==> src/rtl/bp_pkg.sv <==
// Shared constants, state type and counter helpers for the branch predictor.
// Hashing mode is selected by BP_GSHARE_EN in gshare_bp (bimodal when undefined).
package bp_pkg;

    localparam logic [5:0] OP_REGIMM = 6'h01;
    localparam logic [5:0] OP_BEQ    = 6'h04;
    localparam logic [5:0] OP_BNE    = 6'h05;
    localparam logic [5:0] OP_BLEZ   = 6'h06;
    localparam logic [5:0] OP_BGTZ   = 6'h07;

    typedef enum logic {BP_INIT, BP_RUN} bp_state_e;

    // Weakly-not-taken: the largest value whose MSB is still 0.
    function automatic logic [3:0] wnt(input int unsigned cnt_w);
        return 4'((32'd1 << (cnt_w - 1)) - 32'd1);
    endfunction

    function automatic logic [3:0] sat_next(input logic [3:0] cnt, input logic taken,
                                            input int unsigned cnt_w);
        logic [3:0] cnt_max;
        cnt_max = 4'((32'd1 << cnt_w) - 32'd1);
        if (taken) begin
            return (cnt == cnt_max) ? cnt : cnt + 4'd1;
        end
        return (cnt == 4'd0) ? cnt : cnt - 4'd1;
    endfunction

endpackage

==> src/rtl/bp_pht.sv <==
// Pattern history table: unreset counter array, async read, single sync write port.
// The write port either loads the init value or steps the addressed counter.
module bp_pht
    import bp_pkg::*;
#(
    parameter int unsigned IDX_W = 5,
    parameter int unsigned CNT_W = 2
) (
    input  logic             clk,
    input  logic [IDX_W-1:0] rd_idx,
    output logic [CNT_W-1:0] rd_cnt,
    input  logic             wr_en,
    input  logic             wr_init,
    input  logic             wr_taken,
    input  logic [IDX_W-1:0] wr_idx
);

    localparam int unsigned DEPTH = 2 ** IDX_W;

    logic [CNT_W-1:0] mem [DEPTH];
    logic [CNT_W-1:0] wr_cnt;
    logic [3:0]       old_cnt;

    always_comb begin
        old_cnt = 4'(mem[wr_idx]);
        wr_cnt  = wr_init ? CNT_W'(wnt(CNT_W)) : CNT_W'(sat_next(old_cnt, wr_taken, CNT_W));
    end

    // No bypass: a same-cycle read sees the value before this write lands.
    assign rd_cnt = mem[rd_idx];

    always_ff @(posedge clk) begin
        if (wr_en) begin
            mem[wr_idx] <= wr_cnt;
        end
    end

endmodule

==> src/rtl/gshare_bp.sv <==
// Fetch-stage branch predictor with speculative global history and repair.
// Define BP_GSHARE_EN for PC^GHR indexing; otherwise the PHT is indexed by PC alone.
module gshare_bp
    import bp_pkg::*;
#(
    parameter int unsigned IDX_W = 5,
    parameter int unsigned CNT_W = 2,
    parameter int unsigned GHR_W = 5
) (
    input  logic             clk,
    input  logic             reset,
    input  logic [31:0]      pc,
    input  logic [5:0]       opcode,
    input  logic             fetch_valid,
    output logic             is_branch,
    output logic             branch_likely,
    output logic [GHR_W-1:0] pred_ghr,
    output logic             ready,
    input  logic             update,
    input  logic [31:0]      pc_update,
    input  logic [GHR_W-1:0] ghr_update,
    input  logic             branch_actual,
    input  logic             mispredict
);

    bp_state_e        state_q;
    logic [IDX_W-1:0] ptr_q;
    logic [GHR_W-1:0] ghr_q;

    logic             run;
    logic [IDX_W-1:0] rd_idx;
    logic [IDX_W-1:0] wr_idx;
    logic [IDX_W-1:0] pht_wr_idx;
    logic [CNT_W-1:0] rd_cnt;
    logic             unused_bits;

    assign run = (state_q == BP_RUN);

    always_comb begin
        case (opcode)
            OP_REGIMM, OP_BEQ, OP_BNE, OP_BLEZ, OP_BGTZ: is_branch = 1'b1;
            default:                                     is_branch = 1'b0;
        endcase
    end

`ifdef BP_GSHARE_EN
    assign rd_idx = pc[IDX_W+1:2] ^ IDX_W'(ghr_q);
    assign wr_idx = pc_update[IDX_W+1:2] ^ IDX_W'(ghr_update);
`else
    assign rd_idx = pc[IDX_W+1:2];
    assign wr_idx = pc_update[IDX_W+1:2];
`endif

    assign unused_bits = ^{pc[31:IDX_W+2], pc[1:0], pc_update[31:IDX_W+2], pc_update[1:0],
                           ghr_update[GHR_W-1], rd_cnt[CNT_W-2:0]};

    // The sweep owns the write port until the table is initialised.
    assign pht_wr_idx = run ? wr_idx : ptr_q;

    bp_pht #(
        .IDX_W (IDX_W),
        .CNT_W (CNT_W)
    ) u_pht (
        .clk      (clk),
        .rd_idx   (rd_idx),
        .rd_cnt   (rd_cnt),
        .wr_en    (run ? update : 1'b1),
        .wr_init  (~run),
        .wr_taken (branch_actual),
        .wr_idx   (pht_wr_idx)
    );

    assign ready         = run;
    assign branch_likely = is_branch & run & rd_cnt[CNT_W-1];
    assign pred_ghr      = ghr_q;

    always_ff @(posedge clk or negedge reset) begin
        if (!reset) begin
            state_q <= BP_INIT;
            ptr_q   <= '0;
            ghr_q   <= '0;
        end else begin
            case (state_q)
                BP_INIT: begin
                    ptr_q <= ptr_q + IDX_W'(1);
                    if (&ptr_q) begin
                        state_q <= BP_RUN;
                    end
                end
                BP_RUN: begin
                    // Repair discards every younger speculative shift.
                    if (update && mispredict) begin
                        ghr_q <= {ghr_update[GHR_W-2:0], branch_actual};
                    end else if (fetch_valid && is_branch) begin
                        ghr_q <= {ghr_q[GHR_W-2:0], branch_likely};
                    end
                end
                default: state_q <= BP_INIT;
            endcase
        end
    end

endmodule

==> config.mk <==
export PLATFORM = sky130hd
export DESIGN_NAME = gshare_bp
export DESIGN_NICKNAME = d
export VERILOG_FILES = /design/src/rtl/bp_pkg.sv /design/src/rtl/bp_pht.sv /design/src/rtl/gshare_bp.sv
export SDC_FILE = /design/constraint.sdc
export NUM_CORES = 1
export LEC_CHECK = 0
export CORE_MARGIN = 4
export CORE_UTILIZATION = 54
export DETAILED_ROUTE_END_ITERATION = 7
export HOLD_SLACK_MARGIN = 0.1
export PLACE_DENSITY_LB_ADDON = 0.3
export SKIP_CTS_REPAIR_TIMING = 1
export SLEW_MARGIN = 0
export SYNTH_ARGS = -nofsm -noshare
export SYNTH_HDL_FRONTEND = slang
export SYNTH_SLANG_ARGS = --single-unit
==> constraint.sdc <==
create_clock -name clk -period 8.5 [get_ports clk]
set_clock_uncertainty 0.2 [all_clocks]
set_input_delay 1.7 -clock clk [delete_from_list [all_inputs] [get_ports clk]]
set_output_delay 1.7 -clock clk [all_outputs]
set_load 0.01 [all_outputs]
# Word-level counts from Yosys, hierarchy flattened
# Memories as Yosys holds them, arrays and structs flattened.
# Cells that the tools add are included.
# Widths: inputs -> output; s select.
[op_classes]
shifts = 0
addsub = 3
n_mul = 0
eq_ne = 6
bitwise_logic = 2
div = 0
n_reduce_logical = 7
n_lt_le_gt_ge = 0
n_mux = 15
[ops]
columns = ["cell", "n"]
rows = [
  ["$eq 6x3->1 const B", 4],
  ["$mux 5", 3],
  ["$mux 2", 5],
  ["$mux 1", 7],
  ["$eq 6x1->1 const B", 1],
  ["$add 5x1->5 const B", 1],
  ["$reduce_and 5->1", 1],
  ["$reduce_or 5->1", 1],
  ["$add 2x1->2 const B", 1],
  ["$and 1x1->1", 2],
  ["$eq 2x2->1 const B", 1],
  ["$logic_and 1x1->1", 2],
  ["$logic_not 2->1", 1],
  ["$reduce_and 2->1", 1],
  ["$reduce_bool 2->1", 1],
  ["$sub 2x1->2 const B", 1],
]
[word_totals]
elab_cells = 37
output_inout_bits = 8
in_bits = 81
ramBits = 64
latch_bits = 0
mem_count = 1
ff_bits = 11
romBits = 0
[mem_list]
columns = ["name", "words", "width", "read_ports", "rd_clocked_by_memory_dff", "wr", "line", "text"]
rows = [
  ["u_pht.mem", 32, 2, 2, 0, 1, "bp_pht.sv:20", "logic [CNT_W-1:0] mem [DEPTH];"],
]

# Longest topological paths before layout
[logic_depth]
depth_word = 7
ltp_mapped = 8
depth_no_buf = 6

# By module
# A second synthesis with hierarchy kept.
[unflattened]
cells_unflattened = 280
area_unflattened_um2 = 4013.8
[modules_own_cells]
columns = ["mod", "cells_each", "seq_area_each_um2", "area_per_inst_um2", "instances"]
rows = [
  ["bp_pht", 232, 1921.8, 3400.8, 1],
  ["gshare_bp", 48, 275.3, 613.1, 1],
]

# Worst setup path after synthesis
# OpenSTA, ideal clock, no wires.
[synth_timing]
path_kind = "input -> output"
start = "input port pc[2]"
end = "output port branch_likely"
cell_stages = 5
arrival_time_ns = 3.123
path_slack_ns = 3.477
n_path_buf = 1
cell_sequence = "buf_2 -> mux4_2 -> mux4_2 -> mux2i_1 -> nor2_1"
[synth_via]
elab_chain_len = 2
[synth_lines]
columns = ["item", "line", "text"]
rows = [
  ["start, declared", "gshare_bp.sv:12", "input logic [31:0] pc,"],
  ["$mem_v2 32x2", "--", ""],
  ["$and 1x1->1", "gshare_bp.sv:74", "assign branch_likely = is_branch & run & rd_cnt[CNT_W-1];"],
  ["end, declared", "gshare_bp.sv:16", "output logic branch_likely,"],
]
# No other way between the ends.

# Worst setup path after layout
# Ends and elaborated chain as after synthesis.

==> metrics.md <==
| Metric | Value |
|---|---|
| Status | `finished clean` |
| Number of vias per cell | `6.59` |
| Final Max Slew Viols | `0` |
| CP max-delay cell | `clkdlybuf4s50_1` |
| Post-Layout Cell Count | `389` |
| Routed len/inst | `21.3 µm` |
| Sequential-to-total area share from yosys stat | `0.595` |
| Area Growth Syn to Fin | `14.9%` |
| Critical Path RT | `6600 ps` |
| Final Cycle Share | `0.744` |
| RR Endpoint | `u_pht.mem[26][1]` |
| Worst Path Arrival | `4430 ps` |
| Die Wd | `between 90 and 100 µm` |
| Post-Layout Inst Area | `4240 µm²` |
| Clock sinks | `75` |
| CP max FO | `8` |
| CP Cell Sequence | `clkdlybuf4s50_1 > mux4_2 > mux4_2 > mux2i_1 > nor2_1 > clkdlybuf4s50_1` |
| Worst hold margin | `350 ps` |
| Reg-to-Reg Start | `ready` |
| Post-synth ARST share | `0.147` |
| Initial antenna violation count | `0` |
| Hold/Removal Path Class | `register to register` |
| Global-route wire length before repair | `about 13000 µm` |
| Placed cells | `~370` |
| PortBufs | `33` |
| Syn Std Cell Area | `between 3000 and 4000 µm²` |
| Levels on crit path | `6` |
| Drt drc | `0` |
| Core area | `about 6500 µm²` |
| Starting Density | `0.568` |
| Hpwl dp | `5600 µm` |
| Commonest non-fill, non-tap cells in the layout | `edfxtp_1, nor2_1, clkdlybuf4s50_1, mux4_2, o21ai_0` |
| CP max stage delay | `880 ps` |
| TNS Setup | `0 ps` |
| Final core occ | `0.653` |
| Rel. slew slack | `0.226` |
| Drt pass-1 iters | `5` |
| Die area | `just over 8000 µm²` |
| Power Density | `183 nW/µm²` |
| CTS tree | `built` |
| Worst vdd ir | `about 0.00012 V` |
| Share of cells above drive strength 1 | `0.119` |
| Layout Nets | `390` |
| Worst Max-Slew Pin Slew | `~1200 ps` |
| R2R Setup Slk | `about 4400 ps` |
| GP Congestion | `0.890` |
| Post-Synthesis Cells | `roughly 280` |
| Netlist cell types | `37` |
| Crit path capture | `branch_likely` |
| Total grt overflow | `0` |
| FF-to-FF path depth | `7` |
| Tmin final | `6330 ps` |
| Most common cell after layout, fill and taps aside | `edfxtp_1` |
| Clock tree buffer depth | `2` |
| CP delay by family, top | `buffers and inverters` |
| Setup crit start | `pc[2]` |
| Gr usage total | `0.208` |
| RSZ-0062 raised after global routing | `no` |
| Critical path class | `input pin to primary output` |
| Rows | `29` |
| Worst path bufs/invs | `2` |
| Mean Syn Cell Area | `roughly 13 µm²` |
| CP Launch Type | `input pin` |
| Mapped Nets | `361` |
| Io pins | `89` |
| Largest net degree at the start of global routing | `34` |
| Yosys warning total | `0` |
| Area after DPL | `just over 4000 µm²` |
| Post-synth EDFFs | `64` |
| Cts bufs inserted | `9` |
| Root buf cell | `clkbuf_8` |
| Critical path capture point type | `primary output` |
| Antenna cells | `0` |
| Final WL | `8280 µm` |
| Die height | `90.7 µm` |
| Count of final hold-check violations | `0` |
| 1st-iter DRT viols | `261` |
| CTS H-tree depth | `3` |
| Max cap viols | `0` |
| Vias in the first global route | `2431` |
| Setup-failing EPs final | `0` |
| Seq cells post-synth | `75` |
| Routed Antenna Nets | `0` |
| Max Freq | `158 MHz` |
| Clock slew at reported path FFs | `80 ps` |
| Post-synth top flop | `edfxtp_1` |
| Vias after detailed routing | `2565` |
| Worst skew pair latency | `350 ps` |
| Pleak | `0.00145 µW` |
metrics by stage:
stage / total power (µW) / worst slack, ps
2_1_floorplan: 479 / 3480
3_3_place_gp: 519 / 2200
3_5_place_dp: 523 / 2160
4_1_cts: 782 / 2160
5_1_grt: 809 / 2070
6_report: 777 / 2170
routing by layer:
metal	up-vias	share of wire	wire, µm	track usage
li1	1139	-	-	-
met1	1245	0.41	3420	0.283
met2	154	0.44	3660	0.298
met3	27	0.10	865	0.0683
met4	0	0.040	329	0.105
met5	-	0	0	0
worst reg2reg max path, cell delays in order, from the launching register on:
cell and delay [ps]:
dfrtp_1 960, nor3b_1 870, o21ai_0 240, a41oi_1 290
or4_1 190, o21ai_0 100, o21ai_1 720, buf_4 380
flip-flops by register name, summed over array words and instances (netlist names):
signal and cells:
ptr_q 5, pred_ghr 5, u_pht.mem 64, ready 1
Yosys cell counts, drive strengths merged (3+ instances only):
library cell | instances | area (µm²)
edfxtp | 64 | 1920
nor2 | 45 | 169
mux4 | 18 | 405
o21ai | 18 | 90.1
o21bai | 16 | 120
clkbuf | 11 | 41.3
dfrtp | 11 | 275
a21oi | 9 | 45.0
a41oi | 8 | 70.1
nand2 | 8 | 30.0
nor2b | 7 | 43.8
a31oi | 6 | 37.5
buf | 5 | 30.0
mux2i | 5 | 50.1
inv | 4 | 15.0
mux2 | 4 | 48.8
nor3 | 4 | 20.0
and3b | 3 | 26.3
nand4 | 3 | 18.8
nor3b | 3 | 22.5
nor4bb | 3 | 30.0
xnor2 | 3 | 26.3
cells by family (layout without fill, tap and decap cells):
kind of cell,after synthesis,in the layout,synth area share
and+or+nand+nor,90,90,0.124
AOI/OAI and AO/OA,61,61,0.107
DFF,75,75,0.595
xor gates and xnor gates,3,3,0.00712
adders and majority gates,2,2,0.00678
muxes,27,27,0.137
buffers and inverters,20,54,0.0234
how the worst min path moves through the flow:
stage,start,end,slack (ps),cells after the start
after CTS,pred_ghr[4],pred_ghr[4],350,2
after floorplan,ptr_q[0],ptr_q[0],320,1
after global placement,pred_ghr[4],pred_ghr[4],320,2
after global routing,pred_ghr[1],pred_ghr[1],400,2
final,pred_ghr[4],pred_ghr[4],350,2
after detailed placement,pred_ghr[4],pred_ghr[4],330,2
final cells by class:
cell class	instances	area [µm²]
Clock buffer	12	135
Multi-Input combinational cell	183	1410
Inverter	4	15.0
Timing Repair Buffer	34	338
Clock inverter	4	51.3
Fill cell	472	2250
Sequential cell	75	2200
Tap cell	77	96.3
where the power goes:
group / total, µW / internal (µW) / switching [µW]
logic: 91.1 / 40.5 / 50.6
clock network: 263 / 136 / 127
registers: 423 / 419 / 4.05
(Power assumes the default switching activity.)
